**src/rtl/controls_pkg.sv**
```systemverilog
// Shared move-command encoding for the button front end and the game logic that consumes it.
package controls_pkg;

    localparam int MOVE_W = 2;

    localparam logic [MOVE_W-1:0] MOVE_UP   = 2'd0;
    localparam logic [MOVE_W-1:0] MOVE_DOWN = 2'd1;
    localparam logic [MOVE_W-1:0] MOVE_NONE = 2'd2;

    // Exactly one key pressed selects its direction; none or both is neutral.
    function automatic logic [MOVE_W-1:0] decode_move(input logic up, input logic down);
        logic [MOVE_W-1:0] m;
        m = MOVE_NONE;
        if (up && !down)
            m = MOVE_UP;
        else if (!up && down)
            m = MOVE_DOWN;
        return m;
    endfunction

endpackage

```
**src/rtl/key_debounce.sv**
```systemverilog
// Per-key synchroniser followed by a consecutive-mismatch debounce filter.
module key_debounce #(
    parameter int SYNC_STAGES     = 2,
    parameter int DEBOUNCE_CYCLES = 4
) (
    input  logic clk,
    input  logic rst,
    input  logic key_raw,
    output logic key_db
);

    logic [SYNC_STAGES-1:0] sync;
    logic                   synced;

    always_ff @(posedge clk) begin
        if (rst)
            sync <= '0;
        else
            sync <= {sync[SYNC_STAGES-2:0], key_raw};
    end

    assign synced = sync[SYNC_STAGES-1];

    generate
        if (DEBOUNCE_CYCLES == 0) begin : g_bypass
            assign key_db = synced;
        end else begin : g_filter
            localparam int CW = $clog2(DEBOUNCE_CYCLES + 1);
            localparam logic [CW-1:0] TC = CW'(DEBOUNCE_CYCLES - 1);

            logic [CW-1:0] cnt;
            logic          db;

            // cnt tracks how long synced has disagreed with db; any agreement restarts it.
            always_ff @(posedge clk) begin
                if (rst) begin
                    cnt <= '0;
                    db  <= 1'b0;
                end else if (synced == db) begin
                    cnt <= '0;
                end else if (cnt == TC) begin
                    db  <= synced;
                    cnt <= '0;
                end else begin
                    cnt <= cnt + 1'b1;
                end
            end

            assign key_db = db;
        end
    endgenerate

endmodule

```
**src/rtl/controls.sv**
```systemverilog
// Button front end: two debounced keys decoded into a registered move command.
module controls
    import controls_pkg::*;
#(
    parameter int SYNC_STAGES     = 2,
    parameter int DEBOUNCE_CYCLES = 4
) (
    input  logic              clk,
    input  logic              rst,
    input  logic              key_up,
    input  logic              key_down,
    output logic [MOVE_W-1:0] move
);

    logic up_db;
    logic down_db;

    key_debounce #(
        .SYNC_STAGES     (SYNC_STAGES),
        .DEBOUNCE_CYCLES (DEBOUNCE_CYCLES)
    ) u_up (
        .clk     (clk),
        .rst     (rst),
        .key_raw (key_up),
        .key_db  (up_db)
    );

    key_debounce #(
        .SYNC_STAGES     (SYNC_STAGES),
        .DEBOUNCE_CYCLES (DEBOUNCE_CYCLES)
    ) u_down (
        .clk     (clk),
        .rst     (rst),
        .key_raw (key_down),
        .key_db  (down_db)
    );

    always_ff @(posedge clk) begin
        if (rst)
            move <= MOVE_NONE;
        else
            move <= decode_move(up_db, down_db);
    end

endmodule

```
**config.mk**
```make
export PLATFORM = sky130hd
export DESIGN_NAME = controls
export DESIGN_NICKNAME = d
export VERILOG_FILES = /design/src/rtl/controls_pkg.sv /design/src/rtl/key_debounce.sv /design/src/rtl/controls.sv
export SDC_FILE = /design/constraint.sdc
export NUM_CORES = 1
export LEC_CHECK = 0
export CORE_AREA = 3 3 40 42
export DETAILED_ROUTE_END_ITERATION = 7
export DIE_AREA = 0 0 43 45
export GPL_TIMING_DRIVEN = 0
export PLACE_DENSITY = 0.71
export SLEW_MARGIN = 15
export SYNTH_ARGS = -nofsm -noshare
export SYNTH_HDL_FRONTEND = slang
export SYNTH_SLANG_ARGS = --single-unit
```
**constraint.sdc**
```tcl
create_clock -name clk -period 1 [get_ports clk]
set_input_delay 0.1 -clock clk [delete_from_list [all_inputs] [get_ports clk]]
set_output_delay 0.1 -clock clk [all_outputs]
set_load 0.005 [all_outputs]
```
==> results.py, run 1 <==
metrics = {
    "run_status": {
        "outcome": "complete, but fails checks",
        "violations": "setup timing",
    },
    "clocking": {
        "numCtsBuffers": 3,
        "path_clk_slew_ps": 80,
        "clk_latency_ps": 280,
        "hold_buffers": 0,
        "root_buffer": "clkbuf_4",
        "cts_buffer_depth": 2,
        "cts_tree": "done",
        "cts.sinks": 14,
        "ctsHtreeMaxLevel": 1,
    },
    "timing": {
        "tns_ps": -45.7,
        "worstMarginPinSlew_ps": 320,
        "setup_viol": 4,
        "finalCritPeriodShare_pct": 101,
        "clock_skew_ps": 6.21,
        "finalHoldViolCount": 0,
        "drv_slew": 0,
        "finalCriticalPeriod_ps": 1010,
        "grt_setup_unrepaired": "yes",
        "whs_ps": 400,
        "maxSlewHeadroom_pct": 78.6,
        "fmax_ghz": 0.988,
        "worst_slack_ps": -12.3,
    },
    "worst_setup_path": {
        "startpoint_type": "flop",
        "rrSetupSlack_ps": -10,
        "cpPeakStageDelay_ps": 340,
        "regToRegStartpoint": "u_down.g_filter.cnt[0]$_SDFF_PP0_",
        "worst-endpoint-arrival_ps": 1210,
        "slowest_stage": "dfxtp_2",
        "critical_path.cell_chain": "ha_4 -> ha_4 -> nor4_2",
        "endpoint_kind": "flop",
        "cp_common_cell": "ha_4",
        "reg2regPathDepth": 3,
        "path_buf_inv": 0,
        "cp_max_fo": 2,
        "critical_path.top_delay_family": "adder cells",
        "crit_type": "flop to flop",
        "r2r-end": "u_down.g_filter.cnt[2]$_SDFF_PP0_",
        "critical_path_required_ps": 1200,
    },
    "layout": {
        "final-seq-area_um2": 287,
        "multiInputGateArea_um2": 313,
        "fin_util_pct": 57.8,
        "postLayoutCellArea_um2": 743,
        "area_growth_pct": 41.8,
        "final_cells": 69,
        "finalNetCount": 65,
        "diodes": 0,
        "fill_cells": 119,
        "drive_above_1_share_pct": 46.3,
    },
    "placed_design": {
        "port_buffers": 5,
        "placed_cell_area_um2": 599,
        "dp.cells": 63,
        "routabilityCongestion": 0.580,
    },
    "global_route": {
        "grt_use_met3_pct": 7.17,
        "grt-busiest-layer": "met2",
        "grt_start_max_net_pins": 11,
        "grt_remaining_overflow": 0,
        "grt_use_total_pct": 9.98,
        "antenna_found_initial": 0,
        "use_met2_pct": 13.8,
        "grt_pass1_wl_mm": 1.26,
        "grt_pass1_vias": 277,
        "gr-usage-met1_pct": 10.6,
    },
    "worst_hold_path": {
        "hold_path_end": "u_up.sync[0]$_SDFF_PP0_",
        "min_from": "key_up",
        "holdPathStages": 2,
        "hold_path_class": "input port to flop",
    },
    "pwr": {
        "power.density_nw_per_um2": 1370,
        "p_leak_nw": 0.261,
        "peakVddDrop_mv": 1.07,
    },
    "logic_synthesis": {
        "synth_area_um2": 524,
        "yosys_warnings": 0,
        "syn_nets": 53,
        "synth_area_per_cell_um2": 12.2,
        "synth.distinct_cells": 13,
        "synth-seq-cells": 14,
        "yosysSeqAreaShare_pct": 53.5,
        "synthCells": 43,
    },
    "floorplanning": {
        "die_w_um": 43,
        "floorplan.initialDensity_pct": 40.8,
        "coreArea_um2": 1280,
        "io_pins": 6,
        "rows": 13,
        "die_h_um": 45,
        "die-area_um2": 1940,
    },
    "drt": {
        "drt-total-wl_um": 792,
        "drtPass1Iterations": 4,
        "avgRoutedWirePerCell_um": 11.5,
        "vias": 329,
        "ant_nets": 0,
        "drt_iter0_drc": 2,
        "drt-vias-per-instance": 4.77,
        "drc": 0,
    },
    "job": {
        "cap_violations": 0,
    },
}
power by group:
part | internal (mW) | total [mW] | switching, mW | leakage (nW)
clock | 0.222 | 0.399 | 0.178 | 0.0210
combinational | 0.0276 | 0.0467 | 0.0190 | 0.124
sequential | 0.567 | 0.573 | 0.00604 | 0.116
total | 0.817 | 1.02 | 0.203 | 0.261
placed cells by master, fill, tap and decap left out:
master           netlist  layout
or2_4                  0       1
buf_6                  1       1
nor3b_1                1       1
clkdlybuf4s50_1        0       3
nor4_2                 0       2
buf_4                  0       2
nor4_1                 4       1
inv_1                  4       3
nor4_4                 0       1
dlygate4sd2_1          0       2
dfxtp_1               14       9
ha_4                   0       4
clkbuf_4               0       3
nor4b_2                2       2
mux2i_1                2       2
dfxtp_2                0       5
nor2b_1                1       1
nor2_1                 2       2
and2b_1                3       3
ha_1                   6       2
clkbuf_8               0       1
inv_2                  0       1
xnor2_2                0       2
layer usage:
layer,vias to the layer above,wire length [um]
met3,5,62
li1,166,-
met5,-,0
met1,149,297
met2,9,412
met4,0,19
sequential cells by signal (all words and copies together) (netlist names):
name / count
u_up.g_filter.cnt: 3
u_down.g_filter.cnt: 3
u_down.sync: 2
u_up.key_db: 1
u_down.key_db: 1
u_up.sync: 2
move: 2
worst max path at each step:
stage                                       from                           endpoint  slack (ps)  depth (start not counted)
6_report       u_down.g_filter.cnt[0]$_SDFF_PP0_  u_down.g_filter.cnt[2]$_SDFF_PP0_         -10                          3
5_1_grt        u_down.g_filter.cnt[0]$_SDFF_PP0_         u_down.key_db$_SDFFE_PP0P_         -90                          4
4_1_cts          u_up.g_filter.cnt[0]$_SDFF_PP0_           u_up.key_db$_SDFFE_PP0P_         -10                          4
3_5_place_dp                                 rst                 move[1]$_SDFF_PP1_        -170                          3
3_3_place_gp                                 rst                 move[1]$_SDFF_PP1_        -170                          3
2_1_floorplan         u_down.key_db$_SDFFE_PP0P_                 move[1]$_SDFF_PP1_           4                          3
logic make-up after synthesis:
kind of cell / share of synthesized area (%)
buffers and inverters: 5.01
adders and majority gates: 14.3
and+or+nand+nor: 20.0
muxes: 3.82
xor gates and xnor gates: 3.34
DFF: 53.5
per-stage QoR:
| stage | power (mW) | setup WS [ps] |
|---|---|---|
| floorplan | 0.605 | 3.73 |
| global route | 1.06 | -90.8 |
| CTS | 1.03 | -10.3 |
| global placement | 0.622 | -167 |
| detailed placement | 0.623 | -168 |
| finish | 1.02 | -12.3 |
worst reg2reg max path, stage by stage, from the launching register on:
cell and delay [ps]:
dfxtp_2 340, ha_4 160, ha_4 210, nor4_2 220
Yosys cell counts:
| cell type | count | area [um2] |
|---|---|---|
| nor2b_1 | 1 | 6.26 |
| or2_2 | 1 | 6.26 |
| nor2_1 | 2 | 7.51 |
| and2b_1 | 3 | 22.5 |
| xnor2_1 | 2 | 17.5 |
| dfxtp_1 | 14 | 280 |
| nor4b_2 | 2 | 30.0 |
| ha_1 | 6 | 75.1 |
| buf_6 | 1 | 11.3 |
| nor4_1 | 4 | 25.0 |
| mux2i_1 | 2 | 20.0 |
| nor3b_1 | 1 | 7.51 |
| inv_1 | 4 | 15.0 |
layout make-up:
| cell class | count | area share [%] |
|---|---|---|
| Inverter | 4 | 2.02 |
| Clock buffer | 4 | 4.88 |
| Timing Repair Buffer | 7 | 8.42 |
| Multi-Input combinational cell | 24 | 42.1 |
| Buffer | 1 | 1.52 |
| Sequential cell | 14 | 38.6 |
| Tap cell | 15 | 2.53 |
what timing repair did:
item / CTS / global route
setup endpoints to repair: 11 / 8
pin swaps: 6 / 7
gates cloned: 0 / 0
resized for setup: 13 / 7
buffers inserted: 2 / 0
(Power assumes the default switching activity.)
==> inputs of run 2 (changes only) <==
PLACE_DENSITY = 0.68   (was 0.71)
clock period = 1.1 ns   (was 1 ns; I/O delays follow)
==> run 2 against run 1 <==
The flow now finishes without violations. Largest power group unchanged. Register-to-register slack improved by 50 ps. Sequential power shrank 9.6%. Critical path type unchanged. Cell area down 5.4%. Core utilization down 3.1 points. Critical path depth unchanged. Global-route usage shrank 0.60 points. Worst hold slack improved by 6.8 ps. Routed wire length fell by 15%. First-iteration DRC count is 100% lower. Final cell count fell by 1.4%. Largest cell class is now sequential cells. Combinational power decreased by 17%.
==> results.py, run 2 (synthesized netlist as in run 1, its figures left out) <==
metrics = {
    "run_status": {
        "outcome": "finished clean",
    },
    "timing": {
        "fmax_ghz": 0.943,
        "drv_slew": 0,
        "maxSlewHeadroom_pct": 70.2,
        "finalCriticalPeriod_ps": 1060,
        "clock_skew_ps": 2.61,
        "worstMarginPinSlew_ps": 443,
        "worst_slack_ps": 39.1,
        "finalCritPeriodShare_pct": 96.4,
        "setup_viol": 0,
        "finalHoldViolCount": 0,
        "whs_ps": 407,
    },
    "drt": {
        "avgRoutedWirePerCell_um": 9.96,
        "drtPass1Iterations": 1,
        "drt-total-wl_um": 677,
        "vias": 321,
        "drt_iter0_drc": 0,
        "ant_nets": 0,
        "drc": 0,
        "drt-vias-per-instance": 4.72,
    },
    "clocking": {
        "path_clk_slew_ps": 80,
        "cts_buffer_depth": 2,
        "cts_tree": "done",
        "numCtsBuffers": 3,
        "root_buffer": "clkbuf_4",
        "hold_buffers": 0,
        "cts.sinks": 14,
        "ctsHtreeMaxLevel": 1,
        "clk_latency_ps": 280,
    },
    "pwr": {
        "power.density_nw_per_um2": 1300,
        "power_mw": 0.917,
        "p_leak_nw": 0.251,
        "peakVddDrop_mv": 0.569,
    },
    "layout": {
        "final_common_cell": "dfxtp_1",
        "diodes": 0,
        "drive_above_1_share_pct": 35.8,
        "final_cell_mix": "dfxtp_1 (10), inv_1 (4)",
        "area_growth_pct": 34.1,
        "final_cells": 68,
        "reg_top3": "u_down.g_filter.cnt x3, u_up.g_filter.cnt x3",
        "finalNetCount": 64,
        "postLayoutCellArea_um2": 703,
    },
    "placed_design": {
        "routabilityCongestion": 0.623,
        "pre_cts_slack_ps": -87.7,
        "hpwl_um": 452,
        "dp.cells": 63,
        "placed_cell_area_um2": 593,
        "port_buffers": 5,
    },
    "global_route": {
        "grt_use_total_pct": 9.39,
        "grt_pass1_vias": 266,
        "grt_start_max_net_pins": 11,
        "antenna_found_initial": 0,
        "grt_pass1_wl_mm": 1.22,
        "grt_remaining_overflow": 0,
    },
    "floorplanning": {
        "io_pins": 6,
        "die_w_um": 43,
        "die-area_um2": 1940,
        "coreArea_um2": 1280,
        "rows": 13,
        "die_h_um": 45,
        "floorplan.initialDensity_pct": 40.8,
    },
    "job": {
        "cap_violations": 0,
    },
    "worst_setup_path": {
        "cpPeakStageDelay_ps": 340,
        "endpoint_kind": "flop",
        "crit_type": "flop to flop",
        "critical_path_required_ps": 1290,
        "slowest_stage": "dfxtp_2",
        "worst-endpoint-arrival_ps": 1250,
        "critical_path.top_delay_family": "adder cells",
        "path_buf_inv": 0,
        "startpoint_type": "flop",
        "critical_path.cell_chain": "ha_2 -> ha_4 -> nor4_4",
        "cp_max_fo": 4,
    },
    "worst_hold_path": {
        "hold_path_class": "input port to flop",
    },
}
-- run 2: area by class of cell --
cell class	instances	area, um2
Tap cell	15	18.8
Sequential cell	14	288
Inverter	4	15.0
Multi-Input combinational cell	24	279
Clock buffer	4	36.3
Buffer	1	11.3
Fill cell	116	582
Timing Repair Buffer	6	55.1
-- run 2: stage by stage --
stage	TNS, ps	utilization, %
2_1_floorplan	0	-
3_3_place_gp	-90.3	46.2
3_5_place_dp	-157	46.2
4_1_cts	0	49.3
5_1_grt	-3.61	54.7
6_report	0	54.7
-- run 2: path summary, 6_finish.rpt --
path / startpoint / to / slack, ps / depth (start not counted)
setup reg to reg: u_up.g_filter.cnt[0]$_SDFF_PP0_ / u_up.g_filter.cnt[0]$_SDFF_PP0_ / 40 / 3
hold reg to reg: u_down.sync[0]$_SDFF_PP0_ / u_down.sync[1]$_SDFF_PP0_ / 440 / 1
hold / removal: key_down / u_down.sync[0]$_SDFF_PP0_ / 410 / 2
setup / recovery: u_up.g_filter.cnt[0]$_SDFF_PP0_ / u_up.g_filter.cnt[0]$_SDFF_PP0_ / 40 / 3
-- run 2: power by group --
group	leakage, nW	switching, mW	internal, mW
sequential	0.116	0.00464	0.513
combinational	0.114	0.0161	0.0225
clock	0.0210	0.159	0.201
total	0.251	0.180	0.737
-- run 2: timing repair --
action	in CTS	in global routing
pin swaps	3	4
endpoints found under the hold margin	0	0
endpoints found under the setup margin	8	6
buffers inserted	0	1
gates resized for setup	5	12
-- run 2: layer usage --
layer / up-vias / share of wire [%] / global-route usage [%]
li1: 166 / - / -
met1: 142 / 46 / 10.6
met2: 9 / 43 / 11.4
met3: 4 / 8.9 / 7.57
met4: 0 / 2.8 / 7.23
met5: - / 0 / 0
